<file path="config.mk">
export PLATFORM = sky130hd
export DESIGN_NAME = ps2_kbd_ctrl
export DESIGN_NICKNAME = d
export VERILOG_FILES = /design/src/rtl/ps2_kbd_ctrl_pkg.sv /design/src/rtl/ps2_kbd_ctrl_kb_fifo.sv /design/src/rtl/ps2_kbd_ctrl.sv
export SDC_FILE = /design/constraint.sdc
export NUM_CORES = 1
export LEC_CHECK = 0
export BUFFER_PORTS_ARGS = -buffer_cell sky130_fd_sc_hd__clkbuf_2
export CORE_MARGIN = 2
export CORE_UTILIZATION = 35
export DETAILED_ROUTE_END_ITERATION = 16
export PLACE_DENSITY = 0.48
export SYNTH_ARGS = -nofsm -noshare
export SYNTH_HDL_FRONTEND = slang
export SYNTH_HIERARCHICAL = 1
export SYNTH_SLANG_ARGS = --single-unit
</file>
<file path="constraint.sdc">
create_clock -name clk -period 4 [get_ports clk]
set_input_delay 0 -clock clk [delete_from_list [all_inputs] [get_ports clk]]
set_output_delay 0 -clock clk [all_outputs]
set_load 0.02 [all_outputs]
</file>
<file path="src/rtl/ps2_kbd_ctrl_pkg.sv">
`default_nettype none
// ============================================================================
// Module   : ps2_kbd_ctrl_pkg
// Purpose  : Shared constants and types for the PS/2 keyboard controller
// Revision : 1.0 - initial release
// ============================================================================
package ps2_kbd_ctrl_pkg;

  // Mirrors `KbWidth from defines.v
  localparam int KB_WIDTH_DEF       = 8;
  localparam int PS2_FRAME_BITS     = 11;
  localparam int TIMEOUT_CYCLES_DEF = 50000;

  // Address-independent keyboard status word: bit0 = ready, bit1 = overflow
  typedef struct packed {
    logic overflow;
    logic ready;
  } kbStatus_t;

  typedef enum logic [1:0] {
    ST_IDLE   = 2'd0,
    ST_DATA   = 2'd1,
    ST_PARITY = 2'd2,
    ST_STOP   = 2'd3
  } frameState_t;

endpackage
`default_nettype wire

</file>
<file path="src/rtl/ps2_kbd_ctrl_kb_fifo.sv">
`default_nettype none
// ============================================================================
// Module   : kb_fifo
// Purpose  : Synchronous FIFO with extra-MSB pointers and combinational head
// Revision : 1.0 - initial release
// ============================================================================
module kb_fifo #(
  parameter int WIDTH = 8,
  parameter int DEPTH = 8
) (
  input  logic             clk,
  input  logic             rst_n,
  input  logic             push,
  input  logic [WIDTH-1:0] wdata,
  input  logic             pop,
  output logic [WIDTH-1:0] rdata,
  output logic             empty,
  output logic             full
);

  localparam int c_AW = $clog2(DEPTH);

  logic [WIDTH-1:0] r_mem [DEPTH];
  logic [c_AW:0]    r_wrPtr;
  logic [c_AW:0]    r_rdPtr;
  logic             w_doPop;
  logic             w_doPush;

  assign empty    = (r_wrPtr == r_rdPtr);
  assign full     = (r_wrPtr[c_AW] != r_rdPtr[c_AW]) &&
                    (r_wrPtr[c_AW-1:0] == r_rdPtr[c_AW-1:0]);
  assign w_doPop  = pop && !empty;
  // A simultaneous pop frees the slot the write lands in
  assign w_doPush = push && (!full || w_doPop);
  assign rdata    = r_mem[r_rdPtr[c_AW-1:0]];

  always_ff @(posedge clk) begin
    if (!rst_n) begin
      r_wrPtr <= '0;
      r_rdPtr <= '0;
      for (int i = 0; i < DEPTH; i++) begin
        r_mem[i] <= '0;
      end
    end else begin
      if (w_doPush) begin
        r_mem[r_wrPtr[c_AW-1:0]] <= wdata;
        r_wrPtr                  <= r_wrPtr + 1'b1;
      end
      if (w_doPop) begin
        r_rdPtr <= r_rdPtr + 1'b1;
      end
    end
  end

endmodule
`default_nettype wire

</file>
<file path="src/rtl/ps2_kbd_ctrl.sv">
`default_nettype none
// ============================================================================
// Module   : ps2_kbd_ctrl
// Purpose  : PS/2 device-to-host receiver feeding a scan-code FIFO for MMIO
// Revision : 1.0 - initial release
// ============================================================================
module ps2_kbd_ctrl
  import ps2_kbd_ctrl_pkg::*;
#(
  parameter int KB_WIDTH       = KB_WIDTH_DEF,
  parameter int FIFO_DEPTH     = 8,
  parameter int TIMEOUT_CYCLES = TIMEOUT_CYCLES_DEF
) (
  input  logic                clk,
  input  logic                rst_n,
  input  logic                ps2_clk,
  input  logic                ps2_data,
  input  logic                kb_rd,
  output logic [KB_WIDTH-1:0] kb_data,
  output logic                kb_ready,
  output logic                kb_overflow,
  output logic                frame_err
);

  localparam int                c_TIMER_W   = $clog2(TIMEOUT_CYCLES);
  localparam logic [c_TIMER_W-1:0] c_TIMER_MAX = c_TIMER_W'(TIMEOUT_CYCLES - 1);
  localparam int                c_CNT_W     = $clog2(PS2_FRAME_BITS);
  localparam logic [c_CNT_W-1:0] c_LAST_DATA = c_CNT_W'(KB_WIDTH);

  logic [1:0]           r_clkSync;
  logic                 r_clkHist;
  logic [1:0]           r_dataSync;
  frameState_t          r_state;
  frameState_t          w_stateNext;
  logic [c_CNT_W-1:0]   r_cnt;
  logic [c_CNT_W-1:0]   w_cntNext;
  logic [KB_WIDTH-1:0]  r_shift;
  logic [KB_WIDTH-1:0]  w_shiftNext;
  logic                 r_parity;
  logic                 w_parityNext;
  logic [c_TIMER_W-1:0] r_timer;
  logic [c_TIMER_W-1:0] w_timerNext;
  logic                 r_frameErr;
  logic                 w_frameErrNext;
  logic                 r_overflow;
  logic                 w_fallEdge;
  logic                 w_dataBit;
  logic                 w_push;
  logic                 w_pop;
  logic                 w_drop;
  logic                 w_empty;
  logic                 w_full;

  assign w_fallEdge = r_clkHist && !r_clkSync[1];
  assign w_dataBit  = r_dataSync[1];

  always_ff @(posedge clk) begin
    if (!rst_n) begin
      r_clkSync  <= 2'b11;
      r_clkHist  <= 1'b1;
      r_dataSync <= 2'b11;
      r_state    <= ST_IDLE;
      r_cnt      <= '0;
      r_shift    <= '0;
      r_parity   <= 1'b0;
      r_timer    <= '0;
      r_frameErr <= 1'b0;
      r_overflow <= 1'b0;
    end else begin
      r_clkSync  <= {r_clkSync[0], ps2_clk};
      r_clkHist  <= r_clkSync[1];
      r_dataSync <= {r_dataSync[0], ps2_data};
      r_state    <= w_stateNext;
      r_cnt      <= w_cntNext;
      r_shift    <= w_shiftNext;
      r_parity   <= w_parityNext;
      r_timer    <= w_timerNext;
      r_frameErr <= w_frameErrNext;
      if (w_pop) begin
        r_overflow <= 1'b0;
      end else if (w_drop) begin
        r_overflow <= 1'b1;
      end
    end
  end

  always_comb begin
    w_stateNext    = r_state;
    w_cntNext      = r_cnt;
    w_shiftNext    = r_shift;
    w_parityNext   = r_parity;
    w_timerNext    = r_timer;
    w_push         = 1'b0;
    w_frameErrNext = 1'b0;

    // Watchdog only runs while a frame is partially received
    if (r_state == ST_IDLE || w_fallEdge) begin
      w_timerNext = '0;
    end else if (r_timer == c_TIMER_MAX) begin
      w_timerNext    = '0;
      w_stateNext    = ST_IDLE;
      w_cntNext      = '0;
      w_frameErrNext = 1'b1;
    end else begin
      w_timerNext = r_timer + 1'b1;
    end

    if (w_fallEdge) begin
      unique case (r_state)
        ST_IDLE: begin
          if (!w_dataBit) begin
            w_stateNext = ST_DATA;
            w_cntNext   = c_CNT_W'(1);
          end
        end
        ST_DATA: begin
          w_shiftNext = {w_dataBit, r_shift[KB_WIDTH-1:1]};
          w_cntNext   = r_cnt + 1'b1;
          if (r_cnt == c_LAST_DATA) begin
            w_stateNext = ST_PARITY;
          end
        end
        ST_PARITY: begin
          w_parityNext = w_dataBit;
          w_cntNext    = r_cnt + 1'b1;
          w_stateNext  = ST_STOP;
        end
        ST_STOP: begin
          w_stateNext = ST_IDLE;
          w_cntNext   = '0;
          if ((^{r_shift, r_parity}) && w_dataBit) begin
            w_push = 1'b1;
          end else begin
            w_frameErrNext = 1'b1;
          end
        end
        default: begin
          w_stateNext = ST_IDLE;
          w_cntNext   = '0;
        end
      endcase
    end
  end

  assign w_pop  = kb_rd && !w_empty;
  assign w_drop = w_push && w_full && !w_pop;

  kb_fifo #(
    .WIDTH (KB_WIDTH),
    .DEPTH (FIFO_DEPTH)
  ) u_kbFifo (
    .clk   (clk),
    .rst_n (rst_n),
    .push  (w_push),
    .wdata (r_shift),
    .pop   (w_pop),
    .rdata (kb_data),
    .empty (w_empty),
    .full  (w_full)
  );

  assign kb_ready    = !w_empty;
  assign kb_overflow = r_overflow;
  assign frame_err   = r_frameErr;

endmodule
`default_nettype wire

</file>
==> out/results.txt, run 1 <==
Status -> finished, final reports clean
GRT Util Overall -> 0.165
CTS Buf Count -> 17
Initial antenna violation count -> 0
Post-Syn Area -> 5320 um2
Final ANT Viol Nets -> 0
Die Wd -> 127 um
Crit end category -> flip-flop
Post-synth EDFFs -> 64
Synth cell count leaders -> nor2_1, edfxtp_1, dfxtp_1
Startpoint types -> flip-flop
RePlAce Congestion -> 0.791
Clk_skew -> 0.00861 ns
PwrDens -> 464 nW/um2
CTS tree -> built
Synth Flop Type -> edfxtp_1
RSZ-0062 raised after global routing -> false
Worst r2r src -> r_shift[4]$_SDFFE_PN0P_
Hold Slack -> 0.161 ns
Placed Area -> 5610 um2
Tcrit/Tclk final -> 0.747
Static Leak -> 2.09 nW
Avg Cell Area, Syn -> 11.0 um2
Hold-fix buffers at CTS -> 2
Post-Syn Nets -> 498
DR iter-0 viols -> 253
Yosys top cell area share -> 0.361
Max Fclk -> 0.335 GHz
Port Buffers -> 15
Worst reg-to-reg path cell count -> 8
Post-layout nets -> 521
Area delta synth->final -> 17.4%
H-tree depth -> 4
Synth warn -> 6
Core area -> 15,000 um2
Crit Path Category -> flip-flop to flip-flop
Final setup TNS -> 0 ns
Non-Filler Cell Area, Final -> 6250 um2
Hold_sp -> rst_n
Max Slew Vio Count -> 0
Max_slew headroom -> 0.259
Cells after Synth -> 484
Vias in the first global route -> 3,821
Clk slew on worst S/H paths -> 0.06 ns
Hold Crit Endpoint -> r_clkSync[0]$_SDFF_PN1_
DR WL/cell -> 17.6 um
FF-to-FF End -> u_kbFifo/r_mem[0][0]$_SDFFCE_PN0P_
Slew @ Worst Pin -> 1.11 ns
Arr. time, crit path -> 3.11 ns
Row Count -> 45
CTS root buf -> clkbuf_16
First-pass GRT wire length -> 20,100 um
PnR Total Power -> 2.90 mW
Clk sinks -> 113
DR pass1 iterations -> 4
Final setup fails -> 0
Crit path setup slack, layout -> 1.01 ns
Ant. Diodes -> 0
Crit path max fanout -> 11
Overflow after GRT -> 0
Synth area leader -> edfxtp_1
HPWL after DPL -> 8430 um
Library cells used by synthesis -> 57
FFs w/ async S/R, synth -> 0
Final WL -> 12,500 um
Clk buf depth -> 2
Via density -> 5.17
Worst path required time -> 4.12 ns
Highest ir drop seen on vdd -> 0.278 mV
Starting Density -> 0.354
Die Y -> 127 um
Die area -> 16,200 um2
Worst skew pair latency -> 0.42 ns
Part of the Yosys area used for sequential elements -> 0.545
Worst min-delay path class -> input pin to flip-flop
Min Tclk post-route -> 2.99 ns
Post CTS Setup Buffer Count -> 0
DRC viols -> 0
Post-cts resize count -> 0
Max Cap Viol -> 0
Final hold vios -> 0
Layout cells sized above 1 -> 0.173
Post-placement setup slack -> 1.04 ns
Vias post-DR -> 3,663
IO Pins -> 16
Synth area leaders -> edfxtp_1, dfxtp_1, mux4_2
Flops & latches, synth -> 113
Hold path depth -> 2
Largest net degree at the start of global routing -> 36
R2r setup slk -> 1.01 ns
Cell with the most instances after synthesis -> nor2_1
[critical path, stage by stage, from the launching register on]
cell and delay (ns):
dfxtp_1 0.42, xor2_1 0.17, xnor3_1 0.45, mux2i_1 0.15
inv_1 0.24, nor2b_1 0.47, o21ai_0 0.31, o31ai_1 0.26
buf_4 0.22
[registers in the layout, summed over array words and instances, names as in the netlist, named ones only]
name	count
r_clkSync	2
frame_err	1
u_kbFifo/r_mem	64
r_dataSync	2
r_state	2
r_parity	1
r_cnt	4
r_timer	16
u_kbFifo/r_wrPtr	4
u_kbFifo/r_rdPtr	4
kb_overflow	1
r_clkHist	1
r_shift	8
[where the power goes]
group	switching, mW	internal (mW)
logic	0.0411	0.0249
registers	0.00922	1.25
clock network	0.540	1.04
total	0.590	2.31
[how the worst max path moves through the flow]
stage	startpoint	to	slack [ns]	cells after the start
6_report	r_shift[4]$_SDFFE_PN0P_	u_kbFifo/r_mem[0][0]$_SDFFCE_PN0P_	1.01	8
3_3_place_gp	r_shift[4]$_SDFFE_PN0P_	u_kbFifo/r_mem[0][1]$_SDFFCE_PN0P_	1.04	8
4_1_cts	r_shift[4]$_SDFFE_PN0P_	u_kbFifo/r_mem[0][0]$_SDFFCE_PN0P_	1.02	8
2_1_floorplan	r_shift[4]$_SDFFE_PN0P_	u_kbFifo/r_mem[0][0]$_SDFFCE_PN0P_	0.91	9
3_5_place_dp	r_shift[4]$_SDFFE_PN0P_	u_kbFifo/r_mem[0][1]$_SDFFCE_PN0P_	1.04	8
5_1_grt	r_shift[4]$_SDFFE_PN0P_	u_kbFifo/r_mem[4][3]$_SDFFCE_PN0P_	0.76	8
[through the flow]
| step | cells | utilization |
|---|---|---|
| after floorplan | 484 | - |
| after global placement | 673 | 0.373 |
| after detailed placement | 673 | 0.373 |
| after CTS | 707 | 0.415 |
| after global routing | 708 | 0.416 |
| final | 708 | 0.416 |
[per-layer routing]
metal | GRT usage | vias to the layer above | wire length (um) | share of wire
met5 | 0 | - | 0 | 0
met4 | 0.0621 | 0 | 223 | 0.018
met3 | 0.0427 | 16 | 407 | 0.033
met2 | 0.279 | 67 | 6310 | 0.50
met1 | 0.203 | 1774 | 5550 | 0.44
li1 | - | 1806 | - | -
[cell usage in the layout, fill, tap and decap left out, types with 4 or more instances in the layout]
| cell | n |
|---|---|
| o2111ai_1 | 4 |
| nand3_1 | 22 |
| or3_1 | 4 |
| mux2_2 | 9 |
| xnor2_1 | 12 |
| o21ai_0 | 16 |
| ha_1 | 9 |
| inv_1 | 16 |
| buf_4 | 13 |
| clkbuf_2 | 15 |
| nor2_1 | 88 |
| and3_1 | 4 |
| nand4_1 | 7 |
| nand2b_1 | 7 |
| nor2b_1 | 6 |
| a21oi_1 | 17 |
| mux4_2 | 16 |
| dfxtp_1 | 49 |
| bufinv_16 | 4 |
| nand2_1 | 43 |
| o211ai_1 | 5 |
| edfxtp_1 | 64 |
| clkbuf_16 | 17 |
| xor2_1 | 10 |
[cell families (layout without fill, tap and decap cells)]
family / Yosys count / after routing / share of synthesized area
xor+xnor: 24 / 24 / 0.0447
simple gates: 208 / 208 / 0.192
fa+ha+maj: 9 / 9 / 0.0212
mux: 26 / 26 / 0.0886
buf+inv: 43 / 79 / 0.0343
compound gates: 61 / 61 / 0.0740
flops: 113 / 113 / 0.545
[layout make-up]
| cell class | count | area, um2 |
|---|---|---|
| clock buffers | 17 | 425 |
| clock inverters | 15 | 191 |
| fillers | 1414 | 8780 |
| inverters | 17 | 63.8 |
| multi-input cells | 328 | 2240 |
| flip-flops and latches | 113 | 2900 |
| well taps | 188 | 235 |
| repair buffers | 30 | 193 |
Note: power is estimated with default switching activity, not from simulation.
==> run 2: changes to the inputs <==
- clock period: 4 -> 2.8 ns (I/O delays scaled with it)
==> run 2 against run 1 <==
Against the previous run: combinational power grew 46%; flip-flop and latch count is the same; count of clock-buffer cells in the layout grew 6; total power grew 39%; core utilization grew 0.28 points; via count grew 3.8%; largest power group unchanged.
==> out/results.txt, run 2 (synthesis gave the netlist of run 1 again) <==
Max_slew headroom -> 0.440
Max Fclk -> 0.416 GHz
Overflow after GRT -> 0
CP max stage delay -> 0.46 ns
PwrDens -> 640 nW/um2
Area delta synth->final -> 18.2%
DR pass1 iterations -> 5
Clk slew on worst S/H paths -> 0.05 ns
GRT Util Overall -> 0.169
First-pass GRT wire length -> 20,400 um
Post-layout nets -> 531
Clk sinks -> 113
Port Buffers -> 15
Worst min-delay path class -> input pin to flip-flop
Max FFs per register -> 64
Vias post-DR -> 3,804
Final hold vios -> 0
Slew @ Worst Pin -> 0.838 ns
HPWL after DPL -> 8900 um
CTS tree -> built
Slowest library cell on the worst path -> xnor3_1
Final setup fails -> 0
Vias in the first global route -> 3,723
Final ANT Viol Nets -> 0
Clk buf depth -> 2
Commonest non-fill, non-tap cell in the layout -> nor2_1
Largest Register -> u_kbFifo/r_mem
Clk_skew -> 0.00733 ns
Die area -> 16,200 um2
DRC viols -> 0
Initial antenna violation count -> 0
Starting Density -> 0.354
Core area -> 15,000 um2
Layout cells sized above 1 -> 0.181
IO Pins -> 16
Worst path required time -> 2.92 ns
Crit end category -> flip-flop
Largest net degree at the start of global routing -> 36
Arr. time, crit path -> 2.53 ns
DR WL/cell -> 17.8 um
Highest ir drop seen on vdd -> 0.395 mV
Startpoint types -> flip-flop
Max Slew Vio Count -> 0
Via density -> 5.30
Non-Filler Cell Area, Final -> 6290 um2
Worst path buffer plus inverter count -> 2
CTS Buf Count -> 17
Final WL -> 12,800 um
CTS root buf -> clkbuf_16
Worst skew pair latency -> 0.42 ns
Ant. Diodes -> 0
Status -> finished, final reports clean
Static Leak -> 2.13 nW
Placed Area -> 5700 um2
Min Tclk post-route -> 2.40 ns
RePlAce Congestion -> 0.781
Row Count -> 45
Filler Cells Inserted -> 1,434
Final design utilization -> 0.419
Max Cap Viol -> 0
Crit-path leading delay family -> XOR/XNOR gates
Crit Path Category -> flip-flop to flip-flop
Most frequent cells in the layout -> nor2_1, edfxtp_1, dfxtp_1
Tcrit/Tclk final -> 0.858
CP Cell Sequence -> xor2_1 > xnor3_1 > mux2i_1 > inv_1 > nor2b_1 > o21ai_0 > o31ai_2 > buf_4
Die Wd -> 127 um
Top Registers -> u_kbFifo/r_mem: 64 flops, r_timer: 16 flops, r_shift: 8 flops
Crit path max fanout -> 8
DR iter-0 viols -> 262
Die Y -> 127 um
H-tree depth -> 4
RSZ-0062 raised after global routing -> false
run 2: changes by cell type in the layout (fill, tap and decap cells not counted), moves of 3 or more:
cell	delta
o21ai_0	-3
clkinvlp_4	-3
o21ai_1	+3
clkbuf_1	+5
buf_4	+10
run 2: worst register-to-register path: cells and delay by family, from the launching register on:
kind	cells	cell delay, ns
muxes	1	0.15
xor gates and xnor gates	2	0.64
and+or+nand+nor	1	0.16
AOI/OAI and AO/OA	2	0.46
DFF	1	0.41
buffers and inverters	2	0.29
run 2: final timing paths:
kind	startpoint	to	slack, ns	depth (start not counted)
worst min-delay path	rst_n	r_dataSync[0]$_SDFF_PN1_	0.19	2
worst max register to register	r_shift[3]$_SDFFE_PN0P_	u_kbFifo/r_mem[0][1]$_SDFFCE_PN0P_	0.40	8
worst max-delay path	r_shift[3]$_SDFFE_PN0P_	u_kbFifo/r_mem[0][1]$_SDFFCE_PN0P_	0.40	8
worst min register to register	r_clkSync[0]$_SDFF_PN1_	r_clkSync[1]$_SDFF_PN1_	0.40	1
run 2: repair_timing:
item	CTS	global route
hold endpoints to repair	2	0
buffers inserted	0	0
hold buffers	2	0
gates resized for setup	0	0
run 2: metal layers:
metal / up-vias / GRT usage / routed length (um)
li1: 1824 / - / -
met1: 1875 / 0.220 / 5930
met2: 82 / 0.259 / 5970
met3: 23 / 0.0385 / 412
met4: 0 / 0.0957 / 459
met5: - / 0 / 0
run 2: final cells by class:
type | count | area (um2) | area share
clock buffers | 23 | 458 | 0.0728
clock inverters | 9 | 116 | 0.0185
inverters | 17 | 63.8 | 0.0101
multi-input cells | 328 | 2250 | 0.357
flip-flops and latches | 113 | 2900 | 0.461
well taps | 188 | 235 | 0.0374
repair buffers | 40 | 268 | 0.0426
run 2: metrics by stage:
step | worst slack, ns | power (mW) | instances | hold slack, ns | setup TNS [ns]
2_1_floorplan | -0.0342 | 1.89 | 484 | 0.0730 | -0.820
3_3_place_gp | 0.447 | 1.93 | 684 | 0.190 | 0
3_5_place_dp | 0.398 | 1.93 | 684 | 0.192 | 0
4_1_cts | 0.389 | 4.07 | 718 | 0.195 | 0
5_1_grt | 0.180 | 4.15 | 718 | 0.271 | 0
6_report | 0.399 | 4.02 | 718 | 0.192 | 0
run 2: where the power goes:
part / total (mW) / switching [mW] / internal, mW / leakage [nW]
sequential: 1.80 / 0.0144 / 1.79 / 1.06
combinational: 0.0961 / 0.0591 / 0.0370 / 0.797
clock: 2.13 / 0.723 / 1.41 / 0.281
